$ cat src/rtl/ysyx_25040129_ifu_if.sv
// ==[ ysyx_25040129_ifu_if : AXI4-Lite-style instruction read channels (AR + R) ]== rev 1.0
`default_nettype none

interface ysyx_25040129_ifu_if;
  logic [31:0] araddr;
  logic        arvalid;
  logic        arready;
  logic [31:0] rdata;
  logic [1:0]  rresp;
  logic        rvalid;
  logic        rready;

  modport master (
    output araddr, arvalid, rready,
    input  arready, rdata, rresp, rvalid
  );

  modport slave (
    input  araddr, arvalid, rready,
    output arready, rdata, rresp, rvalid
  );
endinterface

`default_nettype wire

$ cat src/rtl/ysyx_25040129_ifu.sv
// ==[ ysyx_25040129_ifu : fetch PC owner, one outstanding read, redirect/kill handling ]== rev 1.0
// ==[ optional bus-error reporting via macro YSYX_25040129_IFU_FAULT_EN ]==
`default_nettype none

module ysyx_25040129_ifu #(
  parameter logic [31:0] RESET_PC = 32'h3000_0000
) (
  input  logic                       clk,
  input  logic                       rst_n,
  ysyx_25040129_ifu_if.master        bus,
  input  logic                       redirect_valid,
  input  logic [31:0]                redirect_pc,
  output logic [31:0]                inst_out_ifu,
  output logic [31:0]                pc_out_ifu,
  output logic                       is_req_valid_to_idu,
  input  logic                       is_req_ready_from_idu
`ifdef YSYX_25040129_IFU_FAULT_EN
  ,
  output logic                       fetch_fault_out_ifu
`endif
);

  localparam logic [1:0] S_RESET = 2'd0;
  localparam logic [1:0] S_REQ   = 2'd1;
  localparam logic [1:0] S_WAIT  = 2'd2;
  localparam logic [1:0] S_HOLD  = 2'd3;

  logic [1:0]  state_q, state_d;
  logic [31:0] fetch_pc_q, fetch_pc_d;
  logic [31:0] hold_inst_q, hold_inst_d;
  logic [31:0] hold_pc_q, hold_pc_d;
  logic        kill_q, kill_d;
  logic        pend_valid_q, pend_valid_d;
  logic [31:0] pend_pc_q, pend_pc_d;
  logic [31:0] redirect_tgt;
  logic [31:0] resp_inst;

  assign redirect_tgt = redirect_pc & ~32'h3;

`ifdef YSYX_25040129_IFU_FAULT_EN
  localparam logic [31:0] NOP_INST = 32'h0000_0013;
  logic fault_q, fault_d;
  logic resp_err;
  assign resp_err  = (bus.rresp != 2'b00);
  assign resp_inst = resp_err ? NOP_INST : bus.rdata;
`else
  logic unused_rresp;
  assign unused_rresp = ^bus.rresp;
  assign resp_inst    = bus.rdata;
`endif

  always_ff @(posedge clk) begin
    if (!rst_n) begin
      state_q      <= S_RESET;
      fetch_pc_q   <= RESET_PC;
      hold_inst_q  <= 32'h0;
      hold_pc_q    <= 32'h0;
      kill_q       <= 1'b0;
      pend_valid_q <= 1'b0;
      pend_pc_q    <= 32'h0;
`ifdef YSYX_25040129_IFU_FAULT_EN
      fault_q      <= 1'b0;
`endif
    end else begin
      state_q      <= state_d;
      fetch_pc_q   <= fetch_pc_d;
      hold_inst_q  <= hold_inst_d;
      hold_pc_q    <= hold_pc_d;
      kill_q       <= kill_d;
      pend_valid_q <= pend_valid_d;
      pend_pc_q    <= pend_pc_d;
`ifdef YSYX_25040129_IFU_FAULT_EN
      fault_q      <= fault_d;
`endif
    end
  end

  always_comb begin
    state_d      = state_q;
    fetch_pc_d   = fetch_pc_q;
    hold_inst_d  = hold_inst_q;
    hold_pc_d    = hold_pc_q;
    kill_d       = kill_q;
    pend_valid_d = pend_valid_q;
    pend_pc_d    = pend_pc_q;
`ifdef YSYX_25040129_IFU_FAULT_EN
    fault_d      = fault_q;
`endif
    case (state_q)
      S_RESET: state_d = S_REQ;
      S_REQ: begin
        // araddr must stay put until accepted, so a redirect is parked and the read killed later
        if (redirect_valid) begin
          pend_valid_d = 1'b1;
          pend_pc_d    = redirect_tgt;
        end
        if (bus.arready) begin
          state_d = S_WAIT;
          kill_d  = pend_valid_q | redirect_valid;
        end
      end
      S_WAIT: begin
        if (bus.rvalid) begin
          if (kill_q | redirect_valid) begin
            state_d      = S_REQ;
            fetch_pc_d   = redirect_valid ? redirect_tgt : pend_pc_q;
            kill_d       = 1'b0;
            pend_valid_d = 1'b0;
          end else begin
            state_d     = S_HOLD;
            hold_inst_d = resp_inst;
            hold_pc_d   = fetch_pc_q;
`ifdef YSYX_25040129_IFU_FAULT_EN
            fault_d     = resp_err;
`endif
          end
        end else if (redirect_valid) begin
          kill_d       = 1'b1;
          pend_valid_d = 1'b1;
          pend_pc_d    = redirect_tgt;
        end
      end
      S_HOLD: begin
        if (redirect_valid) begin
          state_d    = S_REQ;
          fetch_pc_d = redirect_tgt;
        end else if (is_req_ready_from_idu) begin
          state_d    = S_REQ;
          fetch_pc_d = hold_pc_q + 32'd4;
        end
`ifdef YSYX_25040129_IFU_FAULT_EN
        if (redirect_valid || is_req_ready_from_idu) fault_d = 1'b0;
`endif
      end
      default: state_d = S_RESET;
    endcase
  end

  always_comb begin
    bus.araddr          = fetch_pc_q;
    bus.arvalid         = (state_q == S_REQ);
    bus.rready          = (state_q == S_WAIT);
    // redirect beats a same-cycle decode handshake
    is_req_valid_to_idu = (state_q == S_HOLD) && !redirect_valid;
    inst_out_ifu        = hold_inst_q;
    pc_out_ifu          = hold_pc_q;
`ifdef YSYX_25040129_IFU_FAULT_EN
    fetch_fault_out_ifu = fault_q;
`endif
  end

endmodule

`default_nettype wire
$ cat src/flat_wrapper.sv
// flat-port wrapper written by rule: the top's interface ports become plain ports
module ysyx_25040129_ifu_flat 
#(
  parameter logic [31:0] RESET_PC = 32'h3000_0000
)
  (clk, rst_n, redirect_valid, redirect_pc, inst_out_ifu, pc_out_ifu, is_req_valid_to_idu, is_req_ready_from_idu, bus_araddr, bus_arvalid, bus_rready, bus_arready, bus_rdata, bus_rresp, bus_rvalid);
  ysyx_25040129_ifu_if bus_i ();
  input  logic clk;
  input  logic rst_n;
  input  logic redirect_valid;
  input  logic [31:0] redirect_pc;
  output logic [31:0] inst_out_ifu;
  output logic [31:0] pc_out_ifu;
  output logic is_req_valid_to_idu;
  input  logic is_req_ready_from_idu;
  output wire logic [$bits(bus_i.araddr)-1:0] bus_araddr;
  output wire logic [$bits(bus_i.arvalid)-1:0] bus_arvalid;
  output wire logic [$bits(bus_i.rready)-1:0] bus_rready;
  input wire logic [$bits(bus_i.arready)-1:0] bus_arready;
  input wire logic [$bits(bus_i.rdata)-1:0] bus_rdata;
  input wire logic [$bits(bus_i.rresp)-1:0] bus_rresp;
  input wire logic [$bits(bus_i.rvalid)-1:0] bus_rvalid;
  assign bus_araddr = bus_i.araddr;
  assign bus_arvalid = bus_i.arvalid;
  assign bus_rready = bus_i.rready;
  assign bus_i.arready = bus_arready;
  assign bus_i.rdata = bus_rdata;
  assign bus_i.rresp = bus_rresp;
  assign bus_i.rvalid = bus_rvalid;
  ysyx_25040129_ifu #(.RESET_PC(RESET_PC)) u_core (.clk(clk), .rst_n(rst_n), .bus(bus_i), .redirect_valid(redirect_valid), .redirect_pc(redirect_pc), .inst_out_ifu(inst_out_ifu), .pc_out_ifu(pc_out_ifu), .is_req_valid_to_idu(is_req_valid_to_idu), .is_req_ready_from_idu(is_req_ready_from_idu));
endmodule
$ cat config.mk
export PLATFORM = sky130hd
export DESIGN_NAME = ysyx_25040129_ifu_flat
export DESIGN_NICKNAME = d
export VERILOG_FILES = /design/src/rtl/ysyx_25040129_ifu_if.sv /design/src/rtl/ysyx_25040129_ifu.sv /design/src/flat_wrapper.sv
export SDC_FILE = /design/constraint.sdc
export NUM_CORES = 1
export LEC_CHECK = 0
export BUFFER_PORTS_ARGS = -buffer_cell sky130_fd_sc_hd__clkbuf_2
export CAP_MARGIN = 20
export CORE_ASPECT_RATIO = 1.75
export CORE_MARGIN = 4
export CORE_UTILIZATION = 25
export CTS_BUF_LIST = sky130_fd_sc_hd__clkbuf_8
export CTS_CLUSTER_DIAMETER = 30
export DETAILED_ROUTE_END_ITERATION = 10
export GPL_TIMING_DRIVEN = 0
export PLACE_DENSITY = 0.47
export SYNTH_ARGS = -nofsm -noshare
export SYNTH_HDL_FRONTEND = slang
export SYNTH_SLANG_ARGS = --single-unit
export TNS_END_PERCENT = 20
$ cat constraint.sdc
create_clock -name clk -period 2.8 [get_ports clk]
set_input_delay 0.42 -clock clk [delete_from_list [all_inputs] [get_ports clk]]
set_output_delay 0.42 -clock clk [all_outputs]
set_load 0.05 [all_outputs]
==> results of run 1 <==
[power groups by stage]
stage	clock network [mW]	registers [mW]	logic (mW)
2_1_floorplan	0	2.22	0.289
6_report	1.74	2.03	0.672
4_1_cts	1.80	2.03	0.679
3_5_place_dp	0	2.08	0.676
5_1_grt	1.87	2.04	0.733
3_3_place_gp	0	2.07	0.674
[through the flow]
stage | power [mW] | hold slack, ns
after floorplan | 2.50 | 0.432
after global placement | 2.75 | 0.437
after detailed placement | 2.75 | 0.442
after CTS | 4.51 | 0.140
after global routing | 4.65 | 0.147
final | 4.44 | 0.179
[what timing repair did]
item                                   CTS  global route
endpoints found under the hold margin    0             0
setup endpoints to repair                5            31
gates resized for setup                  2             7
[cells by family after synthesis]
kind of cell / synth area share, %
multiplexers: 1.03
XOR/XNOR: 1.95
adder cells (fa/ha/maj): 1.07
buffers and inverters: 4.21
AND/OR/NAND/NOR: 25.4
AO/OA/AOI/OAI: 21.1
flip-flops: 45.2
[layout make-up]
cell class / count / area (um^2) / share of cell area, %
Multi-Input combinational cell: 578 / 2970 / 39.6
Sequential cell: 132 / 2640 / 35.2
Timing Repair Buffer: 167 / 842 / 11.2
Tap cell: 300 / 375 / 5.00
Clock buffer: 21 / 289 / 3.85
Buffer: 59 / 230 / 3.07
Clock inverter: 10 / 130 / 1.73
Inverter: 5 / 18.8 / 0.250
Antenna cell: 1 / 2.50 / 0.0333
[cell usage after synthesis (2+ instances only)]
library cell / number / area, um^2
nand4_1: 12 / 75.1
and2_1: 2 / 12.5
nand3_1: 14 / 70.1
nand2_1: 218 / 818
a221oi_1: 7 / 61.3
a211oi_1: 8 / 60.1
inv_1: 4 / 15.0
mux2i_1: 6 / 60.1
xor2_1: 6 / 52.6
nor3_1: 12 / 60.1
xnor2_1: 7 / 61.3
a31oi_1: 5 / 31.3
a21oi_1: 128 / 641
o21ai_0: 45 / 225
nand2b_1: 13 / 81.3
or4_1: 2 / 15.0
o21a_1: 7 / 52.6
or3_1: 3 / 18.8
ha_1: 5 / 62.6
and3_1: 3 / 18.8
dfxtp_1: 132 / 2640
nor3b_1: 15 / 113
nor2b_1: 2 / 12.5
and4_1: 5 / 43.8
buf_1: 3 / 11.3
buf_2: 2 / 10.0
clkbuf_1: 55 / 206
o31ai_1: 2 / 15.0
o31a_1: 6 / 52.6
nor4_1: 8 / 50.1
nor2_1: 25 / 93.8
[flip-flops by register name, summed over array words and instances, names as in the netlist]
signal and flops:
u_core.pend_pc_q 32, u_core.pc_out_ifu 32, u_core.bus.araddr 32, u_core.pend_valid_q 1, u_core.inst_out_ifu 32, u_core.kill_q 1
u_core.state_q 2
[routing by layer]
| metal | global-route usage (%) | up-vias |
|---|---|---|
| li1 | - | 3041 |
| met1 | 18.6 | 2864 |
| met2 | 31.6 | 180 |
| met3 | 4.51 | 33 |
| met4 | 6.04 | 0 |
| met5 | 0 | - |
[final timing paths]
kind / endpoint / slack (ns)
hold / removal: u_core.inst_out_ifu[13] / 0.18
setup / recovery: is_req_valid_to_idu / 0.20
hold reg to reg: u_core.inst_out_ifu[2] / 0.45
setup reg to reg: u_core.bus.araddr[4] / 0.24
[worst reg2reg max path, stage by stage, from the launching register on]
cell and delay (ns):
dfxtp_1 0.41, ha_1 0.25, clkbuf_1 0.43, clkbuf_1 0.50, clkbuf_2 0.39, a211oi_1 0.12
a211oi_1 0.24, nor3_1 0.08
==> results.md, run 1 <==
- Post-DRT Antenna Nets: 0
- # fillers: 2,553
- Ys Warns: 0
- Drt wl/cell: 17.4 um
- Crit end category: primary output
- Post-CTS Setup Bufs: 0
- Measured slew at the worst slew-check pin: 0.661 ns
- Worst hold path depth: 3
- Worst path max stage delay: 0.41 ns
- Fin. Hold Viols: 0
- Max clock buf depth: 2
- Critical Path Start: u_core.state_q[0]
- Cell Chain, Critical Path: ha_1 > nand2b_1 > inv_1 > clkbuf_2 > buf_2
- GRT Total Usage: 17.2%
- Worst-path maximum fanout: 10
- Die Area: 26,000 um^2
- Mapped Cells: 775
- Final cell count without fillers: 1,273
- IR drop worst, VDD: 374 uV
- Critical path's slowest cell: dfxtp_1
- Worst-path clk slew: 0.07 ns
- Vias: 6,118
- Sequential share of the synthesized area: 45.2%
- Final period util: 92.9%
- Sink Count: 132
- Post-layout util: 32.7%
- Worst Clk Skew: 0.0115 ns
- Max Cap Viol: 0
- Placed insts: 1,242
- Startpoint types: flip-flop
- Crit Reg-Reg Startpoint: u_core.state_q[0]
- Vias/cell: 4.81
- Share of synthesized registers carrying an async set or reset: 0%
- Most frequent cells in the layout: nand2_1, clkbuf_2, dfxtp_1
- Routed wl met2: 11.9 mm
- Cell class contributing the biggest share of worst-path delay: buffers and inverters
- Setup_tns: 0 ns
- I/O Pins: 171
- Top routing layer in use: met4
- Met1 wire length: 8.45 mm
- Routability Congestion: 0.812
- Slew Viols, Final: 0
- Comb pwr share: 15.1%
- Final number of setup-violating endpoints: 0
- Switching Power: 1.33 mW
- Design area: 7500 um^2
- Placed inst area: 7070 um^2
- Initial antenna violation count: 1
- Worst Path Buf+Inv: 3
- Std-Cell Rows: 73
- LEAKAGE: 2.77 nW
- Status: finished, final reports clean
- Syn Nets: 852
- Switching share of power: 29.9%
- Routed wire length: 22.2 mm
- DR pass1 iterations: 5
- Netlist cell types: 44
- CTS buffer count: 17
- Commonest non-fill, non-tap cell in the layout: nand2_1
- Top_reg_cell synth: dfxtp_1
- Global-route wire length before repair: 34.3 mm
- Starting density of the core: 25.5%
- Worst slew margin: 55.9%
- CTS Hold Bufs: 0
- FMAX: 0.384 GHz
- Initial DRC Count: 338
- Clock root buffer master: clkbuf_8
- Dpl hpwl: 16.9 mm
- RSZ-0062 raised after global routing: no
- Clock share of power: 39.1%
- Post-Syn Area: 5850 um^2
- Cell Pwr Density: 592 nW/um^2
- WS Path Type: flip-flop to primary output
- Instance count on the critical path: 5
- Share of layout cells above drive strength 1: 21.3%
- Vias in the first global route: 6,073
- Synth Area per Inst: 7.55 um^2
- Minimum clock period: 2.60 ns
- Hold Path Class: input pin to flip-flop
- DIE WIDTH: 124 um
- Worst path arrival time: 2.18 ns
- Count of input and output buffers: 166
- Area of the core: 22,900 um^2
- H-tree depth: 4
- Int Pwr: 3.12 mW
- CTS tree: built
- Layout area overhead: 28.2%
- Yosys reg bits: 132
- Sequential share of power: 45.8%
- Largest net degree at the start of global routing: 17
- Total gr overflow: 0
- Die Ht: 210 um
- Final setup margin: 0.198 ns
- Met3 WL: 1.26 mm
- Post-synth EDFFs: 0
- Critical Path RT: 2.38 ns
- Clk_lat worst skew: 0.46 ns
- # nets final: 1,037
- Hold path start: bus_rdata[13]
- Worst reg2reg path depth: 7
- Dpl ws: -0.0929 ns
- Drt drc: 0
No activity file was read; power rests on OpenSTA's default activity.
==> inputs of run 2 (changes only) <==
Settings changed: CORE_UTILIZATION 25 to 54, PLACE_DENSITY 0.47 to 0.85.
Clock period 2.8 ns to 2.41 ns, I/O delays scaled along.
==> run 2 against run 1 <==
Compared with the run above:
- critical path depth stayed put
- via count is 3.4% higher
- sequential share of layout area is 0.83 points higher
- final area is 2.2% lower
- global-route usage is 12 points higher
- worst setup slack worse by 0.12 ns
- wire length is 18% lower
- first-iteration DRC count is 32% higher
==> results.md, run 2 (same netlist as run 1, synthesis figures left out) <==
- Switching share of power: 29.3%
- Worst path arrival time: 1.97 ns
- Hold path start: bus_rdata[31]
- Largest net degree at the start of global routing: 17
- WS Path Type: flip-flop to primary output
- Starting density of the core: 55.0%
- Area of the core: 10,600 um^2
- Routed wire length: 18.1 mm
- Clk_lat worst skew: 0.44 ns
- Antenna cells: 0
- Final period util: 96.9%
- DR pass1 iterations: 6
- # fillers: 939
- Critical path's slowest cell: dfxtp_1
- Routability Congestion: 0.969
- FMAX: 0.428 GHz
- Drt wl/cell: 16.5 um
- Sequential share of power: 45.7%
- GRT Total Usage: 29.1%
- CTS Hold Bufs: 0
- Std-Cell Rows: 50
- LEAKAGE: 2.79 nW
- Measured slew at the worst slew-check pin: 0.619 ns
- Max Cap Viol: 0
- Worst path max stage delay: 0.41 ns
- Minimum clock period: 2.33 ns
- Dpl hpwl: 13.3 mm
- Fin. Hold Viols: 0
- Worst slew margin: 58.7%
- Post-DRT Antenna Nets: 0
- Startpoint types: flip-flop
- # nets final: 1,036
- Cell Pwr Density: 704 nW/um^2
- Int Pwr: 3.65 mW
- I/O Pins: 171
- Most frequent cells in the layout: nand2_1, clkbuf_2, dfxtp_1
- Sink Count: 132
- DIE WIDTH: 86.7 um
- Total gr overflow: 0
- Placed insts: 1,071
- Worst-path maximum fanout: 10
- CTS buffer count: 17
- Vias: 6,324
- Commonest non-fill, non-tap cell in the layout: nand2_1
- Crit end category: primary output
- Final cell count without fillers: 1,102
- Cell Chain, Critical Path: ha_1 > nand2b_1 > inv_2 > buf_2 > clkbuf_4
- Crit Reg-Reg Startpoint: u_core.state_q[0]
- Switching Power: 1.51 mW
- Slew Viols, Final: 0
- Initial antenna violation count: 0
- CTS tree: built
- Max clock buf depth: 2
- H-tree depth: 4
- Vias/cell: 5.74
- Initial DRC Count: 447
- Critical Path Start: u_core.state_q[0]
- Layout area overhead: 25.4%
- Worst hold margin: 0.130 ns
- Worst Clk Skew: 0.00777 ns
- Vias in the first global route: 6,100
- Count of input and output buffers: 166
- Hold Path Class: input pin to flip-flop
- Worst-path clk slew: 0.08 ns
- Clock share of power: 39.3%
- Die Ht: 146 um
- Status: finished, final reports clean
- RSZ-0062 raised after global routing: yes
- Clock root buffer master: clkbuf_8
- Final number of setup-violating endpoints: 0
- IR drop worst, VDD: 463 uV
- Comb pwr share: 15.0%
- Share of layout cells above drive strength 1: 22.7%
- Critical Path RT: 2.05 ns
- Die Area: 12,600 um^2
- Drt drc: 0
- Global-route wire length before repair: 29.3 mm
run 2: power groups by stage:
stage | clock network (mW) | registers (mW) | logic [mW]
floorplan | 0 | 2.57 | 0.336
finish | 2.03 | 2.36 | 0.774
global route | 2.14 | 2.37 | 0.838
CTS | 2.05 | 2.36 | 0.762
detailed placement | 0 | 2.41 | 0.755
global placement | 0 | 2.40 | 0.743
run 2: timing repair:
item / 4_1_cts / 5_1_grt
resized for setup: 8 / 24
pin swaps: 0 / 1
setup buffers: 0 / 1
setup endpoints to repair: 88 / 90
run 2: cell type report:
class                      instances  area (um^2)  area share, %
buffer                            58          240           3.27
clock buffer                      18          248           3.38
clock inverter                    14          186           2.54
inverter                           5         18.8          0.256
multi-input combinational        578         2990           40.7
sequential                       132         2650           36.0
tap                              130          163           2.22
timing repair buffer             167          853           11.6
run 2: metal layers:
layer	vias to the layer above	GRT usage, %	wire [um]
li1	3044	-	-
met1	2895	30.8	6430
met2	316	51.5	9450
met3	69	8.73	1540
met4	0	13.5	731
met5	-	0	0
run 2: path summary, 6_finish.rpt:
kind              depth (start not counted)  slack, ns                       to
setup / recovery                          5       0.08      is_req_valid_to_idu
hold / removal                            3       0.13  u_core.inst_out_ifu[31]
setup reg to reg                          9       0.12    u_core.bus.araddr[23]
hold reg to reg                           2       0.45  u_core.inst_out_ifu[22]
run 2: critical path, delay by kind of cell (launching register included):
kind	cells	cell delay [ns]
buf+inv	3	0.70
fa+ha+maj	1	0.24
flops	1	0.41
simple gates	1	0.17
run 2: per-stage QoR:
stage / cell area [um^2] / TNS (ns) / power [mW] / worst slack (ns) / util (%)
floorplan: 5860 / 0 / 2.91 / 0.0142 / -
global placement: 6850 / -4.18 / 3.15 / -0.216 / 64.4
detailed placement: 6850 / -7.63 / 3.16 / -0.224 / 64.4
CTS: 7300 / 0 / 5.17 / 0.00578 / 68.6
global route: 7340 / -0.0425 / 5.35 / -0.0179 / 69.0
finish: 7340 / 0 / 5.16 / 0.0750 / 69.0
